## config.mk

```make
export PLATFORM = sky130hd
export DESIGN_NAME = seq_detector_1011
export DESIGN_NICKNAME = d
export VERILOG_FILES = /design/src/rtl/seq_detector_1011.sv
export SDC_FILE = /design/constraint.sdc
export NUM_CORES = 1
export LEC_CHECK = 0
export CORE_AREA = 10 10 47 49
export DETAILED_ROUTE_END_ITERATION = 10
export DIE_AREA = 0 0 57 59
export DONT_BUFFER_PORTS = 1
export HOLD_SLACK_MARGIN = 0.08
export PLACE_DENSITY = 0.44
export SYNTH_ARGS = -nofsm -noshare
export SYNTH_HDL_FRONTEND = slang
export SYNTH_SLANG_ARGS = --single-unit
```

## constraint.sdc

```tcl
create_clock -name clk -period 3.05 [get_ports clk]
set_clock_uncertainty 0.2 [all_clocks]
set_input_delay 0.305 -clock clk [delete_from_list [all_inputs] [get_ports clk]]
set_output_delay 0.305 -clock clk [all_outputs]
set_load 0.05 [all_outputs]
```

## src/rtl/seq_detector_1011.sv

```systemverilog
// ---------------------------------------------------------------------------
// seq_detector_1011
//
// Moore FSM that flags every occurrence of the serial pattern 1011 on D.
// D is the registered output of the upstream DFF stage and is consumed only
// on rising clk edges where EN=1. A wrapping counter tallies detections.
//
// Configuration macro:
//   SEQ_DET_OVERLAP_EN  defined   -> overlapping detection (S4 --0--> S2)
//                       undefined -> non-overlapping detection (S4 --0--> S0)
//
// Ports:
//   clk    in   1      rising-edge clock
//   CLR    in   1      asynchronous, active-high reset (priority over EN, D)
//   D      in   1      serial data bit
//   EN     in   1      sample enable; state and CNT hold when low
//   DET    out  1      high while in the detect state S4
//   DETp   out  1      always ~DET
//   CNT    out  CNT_W  detection count, wraps modulo 2^CNT_W
//   STATE  out  3      current state encoding (debug/verification)
// ---------------------------------------------------------------------------
module seq_detector_1011 #(
  parameter int CNT_W = 4
) (
  input  logic             clk,
  input  logic             CLR,
  input  logic             D,
  input  logic             EN,
  output logic             DET,
  output logic             DETp,
  output logic [CNT_W-1:0] CNT,
  output logic [2:0]       STATE
);

  typedef enum logic [2:0] {
    S0 = 3'd0,  // idle
    S1 = 3'd1,  // seen 1
    S2 = 3'd2,  // seen 10
    S3 = 3'd3,  // seen 101
    S4 = 3'd4   // seen 1011 -> detect
  } state_t;

  state_t           state;
  state_t           state_next;
  logic [CNT_W-1:0] cnt;

  // State register. EN gates the update so a disabled edge holds everything.
  // NOTE: sequential state uses non-blocking (<=) so all flops see pre-edge values.
  always_ff @(posedge clk or posedge CLR) begin
    if (CLR) begin
      state <= S0;
    end else if (EN) begin
      state <= state_next;
    end
  end

  // Next-state logic. Encodings 5-7 fall into the default and recover to S0.
  always_comb begin
    // NOTE: default assignment first so no path leaves state_next unassigned (no latch).
    state_next = S0;
    case (state)
      S0:      state_next = D ? S1 : S0;
      S1:      state_next = D ? S1 : S2;
      S2:      state_next = D ? S3 : S0;
      S3:      state_next = D ? S4 : S2;
`ifdef SEQ_DET_OVERLAP_EN
      // Trailing "1" of the match doubles as the leading "1" of the next one.
      S4:      state_next = D ? S1 : S2;
`else
      // Every match needs four fresh bits.
      S4:      state_next = D ? S1 : S0;
`endif
      default: state_next = S0;
    endcase
  end

  // Detection counter: bumps on the same edge that enters S4, so it moves
  // together with the rising DET. Wraps naturally with no saturation.
  always_ff @(posedge clk or posedge CLR) begin
    if (CLR) begin
      cnt <= '0;
    end else if (EN && (state_next == S4)) begin
      cnt <= cnt + CNT_W'(1);
    end
  end

  // Moore outputs, decoded from registered state only (no path from D).
  always_comb begin
    DET   = (state == S4);
    DETp  = ~DET;
    CNT   = cnt;
    STATE = state;
  end

endmodule

```

Yosys cells after proc, flatten, opt, wreduce, memory -nomap -nowiden
Index checks and enable logic that the tools add are counted.
{ "op_classes": {"eq_ne": 5, "n_mux": 5, "n_bitwise": 1, "add_sub_neg": 1, "reduce_logical": 3} }
{ "op_table": {"columns": ["operator", "count"], "rows": [
  ["3-bit one-hot mux with 4 select lines", 1],
  ["3-bit by 2-bit equality test with 1-bit output (second input constant)", 2],
  ["3-bit equality test (second input constant)", 2],
  ["4-bit by 1-bit adder with 4-bit output (second input constant)", 1],
  ["2-bit two-way mux", 2],
  ["3-bit by 1-bit equality test with 1-bit output (second input constant)", 1],
  ["3-bit logical NOT", 1],
  ["3-bit two-way mux", 1],
  ["2-bit OR reduction", 1],
  ["1-bit logical AND", 1],
  ["1-bit two-way mux", 1],
  ["1-bit NOT", 1]
]} }
{ "word_totals": {"ff_bits": 7, "inputBits": 4, "word_cells": 17} }

Logic depth before layout (Yosys ltp)
Gate-level depths: netlist (run 1).
{ "logic_depth": {"depth_word": 5, "mapped_depth": 3, "ltp_nobuf": 3} }

Least setup slack after synthesis (run 1)
Ideal clock, no wire load.
{ "synth_timing": {"path_kind": "flip-flop to output port", "start": "register state[2] (netlist: STATE[2])", "end": "output DETp", "stages_incl_launch_ff": 4, "t_arrival_ns": 2.484, "slack_ns": 0.061, "cell_sequence": "dfrtp_1 inv_1 nor3_1 inv_1"} }
{ "synth_between": {"elab_chain_len": 2} }
{ "synth_rtl": {"columns": ["element", "line", "text"], "rows": [
  ["start: declaration", "43", "state_t state;"],
  ["start signal: assignment", "53", "state <= state_next;"],
  ["3-bit equality test", "89", "DET = (state == S4);"],
  ["via DET", "29", "output logic DET,"],
  ["1-bit NOT", "90", "DETp = ~DET;"],
  ["end: declaration", "30", "output logic DETp,"]
]} }
The timed path passes the listed nets, and every way through them passes these cells.

Worst setup path in the final report (run 1)
{ "layout_timing": {"start": "register state[2] (netlist: STATE[2])", "end": "output DETp"} }
{ "layout_between": {"elab_chain_len": 2} }
{ "layout_rtl": {"columns": ["element", "line"], "rows": [
  ["3-bit equality test", "89"],
  ["1-bit NOT", "90"]
]} }
Every way passes these cells.

==> results.txt, run 1 <==
status - complete, no violations
PD cells - 765 nW/µm²
crit start category - flop
die area - 3360 µm²
first-pass GRT wire length - 1440 µm
post-place setup slack - 1.04 ns
# IOs - 13
final slew viol count - 0
antenna-violating nets left - 0
Min Clock Period, post-route - 2.29 ns
H-tree lvl count - 1
Synth top area share - 0.526
Switching Power - 0.000148 W
core area - 1400 µm²
# clock sinks - 7
crit path DAT - 1.79 ns
uppermost routed layer - met3
Synthesis Warnings - 0
CTS buffer count - 3
Clock power frac - 0.252
reg2reg start - STATE[0]
worst hold path class - input port to asynchronous set/reset pin
Switching Share - 0.439
Root Driver - clkbuf_4
FF+latch count, synth - 7
layout cells sized above 1 - 0.220
fmax - 0.437 GHz
post-route setup TNS - 0 ns
sequential-to-total area share from yosys stat - 0.526
Post-CTS Setup Repair Bufs - 0
fillers - 155
Mapped Area - 333 µm²
largest net degree at the start of global routing - 8
Final Hold Vio Count - 0
final WL - 836 µm
Diodes inserted - 0
crit path kind - flop to output port
total track usage - 0.0551
Synth cell types - 16
Multi-input gate area - 144 µm²
Worst Path Required - 2.54 ns
clk_lat worst skew - 0.25 ns
CTS Buffer Depth - 2
crit share post-route - 0.751
Peak supply drop - 243 µV
vias in the first global route - 330
Slew headroom - 0.559
Avg Cell Area, Syn - 10.7 µm²
syn_nets - 36
First-pass DRT Iterations - 3
I/O Buffers - 0
worst-path fanout max - 6
met2 WL - 373 µm
row cnt - 14
CTS tree - built
Net count, final - 47
Pwr Total - 0.000336 W
combinational power share - 0.146
reg2reg setup slack - 0.97 ns
Die Span Y - 59 µm
synthesized instance count - 31
placed instance count - 49
CP Capture Type - output port
Min Hold Slack - 0.216 ns
synth-to-layout area growth - 32.0%
DIE WIDTH - 57 µm
Reg-to-Reg End - STATE[1]
Vias/cell - 4.81
Reg area - 175 µm²
grt total ovfl - 0
clock-pin slew on the worst setup and hold paths - 0.06 ns
Flop pwr share - 0.603
First DRT Iteration DRCs - 1
area leader, netlist - dfrtp_1
Worst R2R Path Depth - 3
Worst Max-Slew Pin Slew - 0.661 ns
Synth area leaders - dfrtp_1 53%, xnor2_1 7.9%, inv_1 5.6%
DR vias - 274
routed wire length on met3 - 147 µm
fin worst setup slack - 0.760 ns
wire per inst - 14.7 µm
Metal-1 WL - 315 µm
final setup vio count - 0
DPL Wire Length - 652 µm
Cell Count, Final, Fillers Out - 57
# DRC - 0
RSZ-0062 raised after global routing - false
Initial Util - 0.237
initial antenna violation count - 0
LEAKAGE - 0.206 nW
routability-driven placement congestion ratio - 0.656
Internal Power - 0.000188 W
max_cap viols - 0
## critical path: stages (launching register included)
cell and delay [ns]:
dfrtp_1 0.72, inv_1 0.18, nor3_2 0.14, buf_4 0.23, inv_1 0.06, buf_4 0.19
## metal layers
layer	vias up	global-route usage
met3	0	0.0558
met2	14	0.0853
li1	126	-
met5	-	0
met4	0	0.0101
met1	134	0.0516
## kinds of logic after synthesis
logic type / after synthesis / synth area share
DFF: 7 / 0.526
adders and majority gates: 1 / 0.0376
xor gates and xnor gates: 3 / 0.0790
muxes: 1 / 0.0451
buffers and inverters: 5 / 0.0564
and+or+nand+nor: 8 / 0.150
AOI/OAI and AO/OA: 6 / 0.105
## power by group through the flow
stage               sequential, W  clock (W)  combinational, W
floorplan                0.000196          0         0.0000363
global placement         0.000205          0         0.0000403
detailed placement       0.000207          0         0.0000435
CTS                      0.000205  0.0000872         0.0000500
global route             0.000209  0.0000913         0.0000557
finish                   0.000202  0.0000845         0.0000489
## area by class of cell
cell class | count | share of cell area
clock buffers | 4 | 0.0598
inverters | 5 | 0.0427
multi-input cells | 19 | 0.328
flip-flops and latches | 7 | 0.399
well taps | 16 | 0.0456
repair buffers | 6 | 0.125
## per-stage QoR
stage	area (µm²)	utilization
floorplan	333	-
global route	439	0.313
finish	439	0.313
detailed placement	373	0.266
global placement	373	0.266
CTS	439	0.313
## sequential cells by signal, summed over array words and instances, names as in the netlist
register and count:
CNT 4, STATE 3
## cell usage after synthesis
cell	n
nand2_1	1
a21oi_1	2
dfrtp_1	7
nor3b_1	1
ha_1	1
o41ai_1	1
mux2_4	1
nor3_1	1
inv_1	5
and4b_2	1
o22ai_1	1
o21ai_0	2
and3_1	1
nand3_1	2
xnor2_1	3
nand2_2	1
## placed cells by master, fill, tap and decap left out
| cell | synthesis | final |
|---|---|---|
| clkbuf_1 | 0 | 1 |
| nor3b_1 | 1 | 1 |
| dlygate4sd3_1 | 0 | 4 |
| nor3_2 | 0 | 1 |
| inv_1 | 5 | 5 |
| o41ai_1 | 1 | 1 |
| and3_1 | 1 | 1 |
| buf_4 | 0 | 2 |
| nand3_1 | 2 | 2 |
| dfrtp_1 | 7 | 7 |
| and4b_2 | 1 | 1 |
| o21ai_0 | 2 | 2 |
| a21oi_1 | 2 | 2 |
| xnor2_1 | 3 | 3 |
| mux2_4 | 1 | 1 |
| nand2_2 | 1 | 1 |
| o22ai_1 | 1 | 1 |
| ha_1 | 1 | 1 |
| clkbuf_4 | 0 | 3 |
| nand2_1 | 1 | 1 |
## worst max path at each step
stage,startpoint,end,slack (ns),cells after the start
after global routing,STATE[2],DETp,0.65,5
after detailed placement,STATE[2],DETp,1.04,5
final,STATE[2],DETp,0.76,5
after global placement,STATE[2],DETp,1.09,5
after CTS,STATE[2],DETp,0.75,5
after floorplan,STATE[2],DETp,0.06,3
## repair_timing
item	CTS	global route
endpoints found under the hold margin	10	0
hold buffers	4	0
resized for setup	0	0
No activity file was read; power rests on OpenSTA's default activity.
==> inputs of run 2 (changes only) <==
--- a/config.mk
+++ b/config.mk
@@ -10,7 +10,7 @@
 export DIE_AREA = 0 0 57 59
 export DONT_BUFFER_PORTS = 1
 export HOLD_SLACK_MARGIN = 0.08
-export PLACE_DENSITY = 0.44
+export PLACE_DENSITY = 0.45
 export SYNTH_ARGS = -nofsm -noshare
 export SYNTH_HDL_FRONTEND = slang
 export SYNTH_SLANG_ARGS = --single-unit
==> constraint.sdc (replaced) <==
create_clock -name clk -period 2.05 [get_ports clk]
set_clock_uncertainty 0.2 [all_clocks]
set_input_delay 0.205 -clock clk [delete_from_list [all_inputs] [get_ports clk]]
set_output_delay 0.205 -clock clk [all_outputs]
set_load 0.05 [all_outputs]
==> results.txt, run 2 (synthesis results as in run 1) <==
Crit. Startpoint - STATE[0]
Initial Util - 0.237
synth-to-layout area growth - 45.5%
Peak supply drop - 350 µV
initial antenna violation count - 0
Final Cell Area - 484 µm²
DR vias - 284
Diodes inserted - 0
Worst Max-Slew Pin Slew - 0.499 ns
# clock sinks - 7
wire per inst - 14.2 µm
PD cells - 1130 nW/µm²
CTS buffer count - 3
routability-driven placement congestion ratio - 0.682
CTS Buffer Depth - 2
most frequent cells in the layout - 7 x buf_4, 6 x dfrtp_1, 5 x inv_1, 4 x dlygate4sd3_1
clk_lat worst skew - 0.25 ns
Root Driver - clkbuf_4
Final Hold Vio Count - 0
largest net degree at the start of global routing - 8
worst hold path class - input port to asynchronous set/reset pin
max reg flops - 4
# IOs - 13
DPL Wire Length - 685 µm
post-route setup TNS - 0 ns
crit start category - flop
clock-pin slew on the worst setup and hold paths - 0.05 ns
max_cap viols - 0
crit-path cells - buf_4, inv_1, o41ai_1, dlygate4sd3_1
CTS tree - built
vias in the first global route - 346
Net count, final - 52
final setup vio count - 0
Vias/cell - 4.58
CP Capture Type - flop
Max stage delay on crit path - 0.60 ns
First-pass DRT Iterations - 2
Post-DP Area - 418 µm²
fmax - 0.544 GHz
H-tree lvl count - 1
antenna-violating nets left - 0
DIE WIDTH - 57 µm
status - complete, no violations
die area - 3360 µm²
Worst Path Required - 2.04 ns
# DRC - 0
Die Span Y - 59 µm
core area - 1400 µm²
First DRT Iteration DRCs - 3
reg2reg setup slack - 0.21 ns
Min Clock Period, post-route - 1.84 ns
reg2reg start - STATE[0]
crit path kind - flop to flop
grt total ovfl - 0
RSZ-0062 raised after global routing - false
final slew viol count - 0
worst-path fanout max - 5
first-pass GRT wire length - 1530 µm
crit share post-route - 0.897
total track usage - 0.0586
LEAKAGE - 0.229 nW
crit path DAT - 1.83 ns
Slowest cell on crit path - dlygate4sd3_1
Resize count post-CTS - 0
Slew headroom - 0.667
final WL - 878 µm
row cnt - 14
I/O Buffers - 0
commonest non-fill, non-tap cell in the layout - buf_4
layout cells sized above 1 - 0.326
## run 2: area by class of cell
type / count / area, µm²
inverter: 5 / 18.8
clock buffer: 4 / 26.3
tap: 16 / 20.0
multi-input combinational: 19 / 150
sequential: 7 / 176
timing repair buffer: 11 / 92.6
fill: 155 / 917
## run 2: repair_timing
action | 4_1_cts | 5_1_grt
hold buffers | 4 | 0
setup endpoints to repair | 0 | 0
setup buffers | 0 | 0
endpoints found under the hold margin | 10 | 0
## run 2: critical path: cells and delay by family (launching register included)
family / cells / cell delay [ns]
flops: 1 / 0.34
buf+inv: 3 / 0.93
compound gates: 1 / 0.30
## run 2: per-layer routing
metal  global-route usage  wire, µm
met1               0.0636       365
met4               0.0403         5
met5                    0         0
met2               0.0884       418
met3               0.0279        89
## run 2: per-stage QoR
step / std cells / hold slack (ns) / utilization / power (W) / setup WS, ns
floorplan: 31 / -0.192 / - / 0.000350 / 0.0792
global placement: 54 / -0.153 / 0.298 / 0.000410 / 0.465
detailed placement: 54 / -0.150 / 0.298 / 0.000416 / 0.444
CTS: 62 / 0.132 / 0.346 / 0.000562 / 0.178
global route: 62 / 0.140 / 0.346 / 0.000584 / 0.0694
finish: 62 / 0.127 / 0.346 / 0.000549 / 0.211
## run 2: power by group
group	internal, W	switching, W	total, W
clock network	0.0000745	0.0000547	0.000129
registers	0.000166	0.0000360	0.000202
logic	0.0000770	0.000141	0.000218
total	0.000317	0.000232	0.000549
## run 2: path summary, 6_finish.rpt
| path | depth (start not counted) | end |
|---|---|---|
| max in group asynchronous | 2 | STATE[2] |
| max reg2reg | 4 | STATE[1] |
| min reg2reg | 1 | CNT[0] |
| max | 4 | STATE[1] |
| min in group clk | 3 | CNT[2] |
| min | 2 | CNT[0] |
==> inputs of run 3 (changes only) <==
--- a/config.mk
+++ b/config.mk
@@ -10,7 +10,7 @@
 export DIE_AREA = 0 0 57 59
 export DONT_BUFFER_PORTS = 1
 export HOLD_SLACK_MARGIN = 0.08
-export PLACE_DENSITY = 0.45
+export PLACE_DENSITY = 0.39
 export SYNTH_ARGS = -nofsm -noshare
 export SYNTH_HDL_FRONTEND = slang
 export SYNTH_SLANG_ARGS = --single-unit
==> results.txt, run 3 (synthesis results as in run 1) <==
clock-pin slew on the worst setup and hold paths - 0.05 ns
first-pass GRT wire length - 1440 µm
Root Driver - clkbuf_4
routability-driven placement congestion ratio - 0.697
Net count, final - 52
CP Capture Type - flop
fin worst setup slack - 0.234 ns
First DRT Iteration DRCs - 4
crit path DAT - 1.80 ns
# IOs - 13
core area - 1400 µm²
max_cap viols - 0
CTS Buffer Depth - 2
routed wire length on met3 - 130 µm
final slew viol count - 0
Post-CTS Setup Repair Bufs - 0
CTS tree - built
status - complete, no violations
final WL - 841 µm
DR vias - 282
row cnt - 14
max reg flops - 4
Worst R2R Path Depth - 4
worst hold path class - input port to asynchronous set/reset pin
# clock sinks - 7
grt total ovfl - 0
DIE WIDTH - 57 µm
met2 WL - 352 µm
# DRC - 0
initial antenna violation count - 0
synth-to-layout area growth - 45.5%
H-tree lvl count - 1
Peak supply drop - 353 µV
Min Clock Period, post-route - 1.82 ns
crit path kind - flop to flop
First-pass DRT Iterations - 4
LEAKAGE - 0.229 nW
crit share post-route - 0.886
antenna-violating nets left - 0
Worst Path Required - 2.03 ns
Worst Max-Slew Pin Slew - 0.519 ns
uppermost routed layer - met3
worst-path fanout max - 5
crit start category - flop
most frequent cells in the layout - 7 x buf_4, 6 x dfrtp_1, 5 x inv_1, 4 x dlygate4sd3_1
CTS buffer count - 3
Diodes inserted - 0
DPL Wire Length - 656 µm
PD cells - 1110 nW/µm²
layout cells sized above 1 - 0.326
Slew headroom - 0.654
reg2reg setup slack - 0.23 ns
die area - 3360 µm²
Metal-1 WL - 358 µm
Initial Util - 0.237
clk_lat worst skew - 0.24 ns
wire per inst - 13.6 µm
Vias/cell - 4.55
RSZ-0062 raised after global routing - false
final setup vio count - 0
Final Hold Vio Count - 0
post-place setup slack - 0.445 ns
largest net degree at the start of global routing - 8
fmax - 0.551 GHz
fillers - 163
I/O Buffers - 0
Hold Buf Count CTS - 4
vias in the first global route - 310
commonest non-fill, non-tap cell in the layout - buf_4
total track usage - 0.0581
Die Span Y - 59 µm
post-route setup TNS - 0 ns
Resize count post-CTS - 0
run 3: cell counts in the layout (fill, tap and decap cells not counted):
Identical to the previous run, type by type.
run 3: cell type report:
| cell class | instances | area [µm²] | share of cell area |
|---|---|---|---|
| Clock buffer | 4 | 26.3 | 0.0543 |
| Sequential cell | 7 | 176 | 0.364 |
| Timing Repair Buffer | 11 | 92.6 | 0.191 |
| Tap cell | 16 | 20.0 | 0.0413 |
| Multi-Input combinational cell | 19 | 150 | 0.310 |
| Inverter | 5 | 18.8 | 0.0388 |
run 3: worst paths after layout:
path,from,to
min in group clk,D,CNT[0]
min,CLR,CNT[3]
max,STATE[0],STATE[1]
min reg2reg,CNT[0],CNT[0]
max in group asynchronous,CLR,STATE[2]
max reg2reg,STATE[0],STATE[1]
run 3: worst max-delay path, stage by stage (launching register included):
cell           delay (ns)
dfrtp_1              0.33
buf_4                0.23
inv_1                0.10
o41ai_1              0.30
dlygate4sd3_1        0.58
run 3: metrics by stage:
stage          area (µm²)  power (W)  hold WS (ns)  utilization  std cells
6_report              484   0.000540         0.143        0.346         62
5_1_grt               484   0.000579         0.143        0.346         62
4_1_cts               484   0.000551         0.148        0.346         62
3_5_place_dp          418   0.000414        -0.150        0.298         54
3_3_place_gp          418   0.000412        -0.159        0.298         54
2_1_floorplan         345   0.000350        -0.192            -         31
run 3: power breakdown:
part	switching, W	internal, W
registers	0.0000355	0.000166
clock network	0.0000489	0.0000742
logic	0.000139	0.0000761
run 3: routing by layer:
metal  vias up  GRT usage
met1       128     0.0588
met5         -          0
met2        15     0.0744
met3         0     0.0536
met4         0     0.0403
li1        139          -
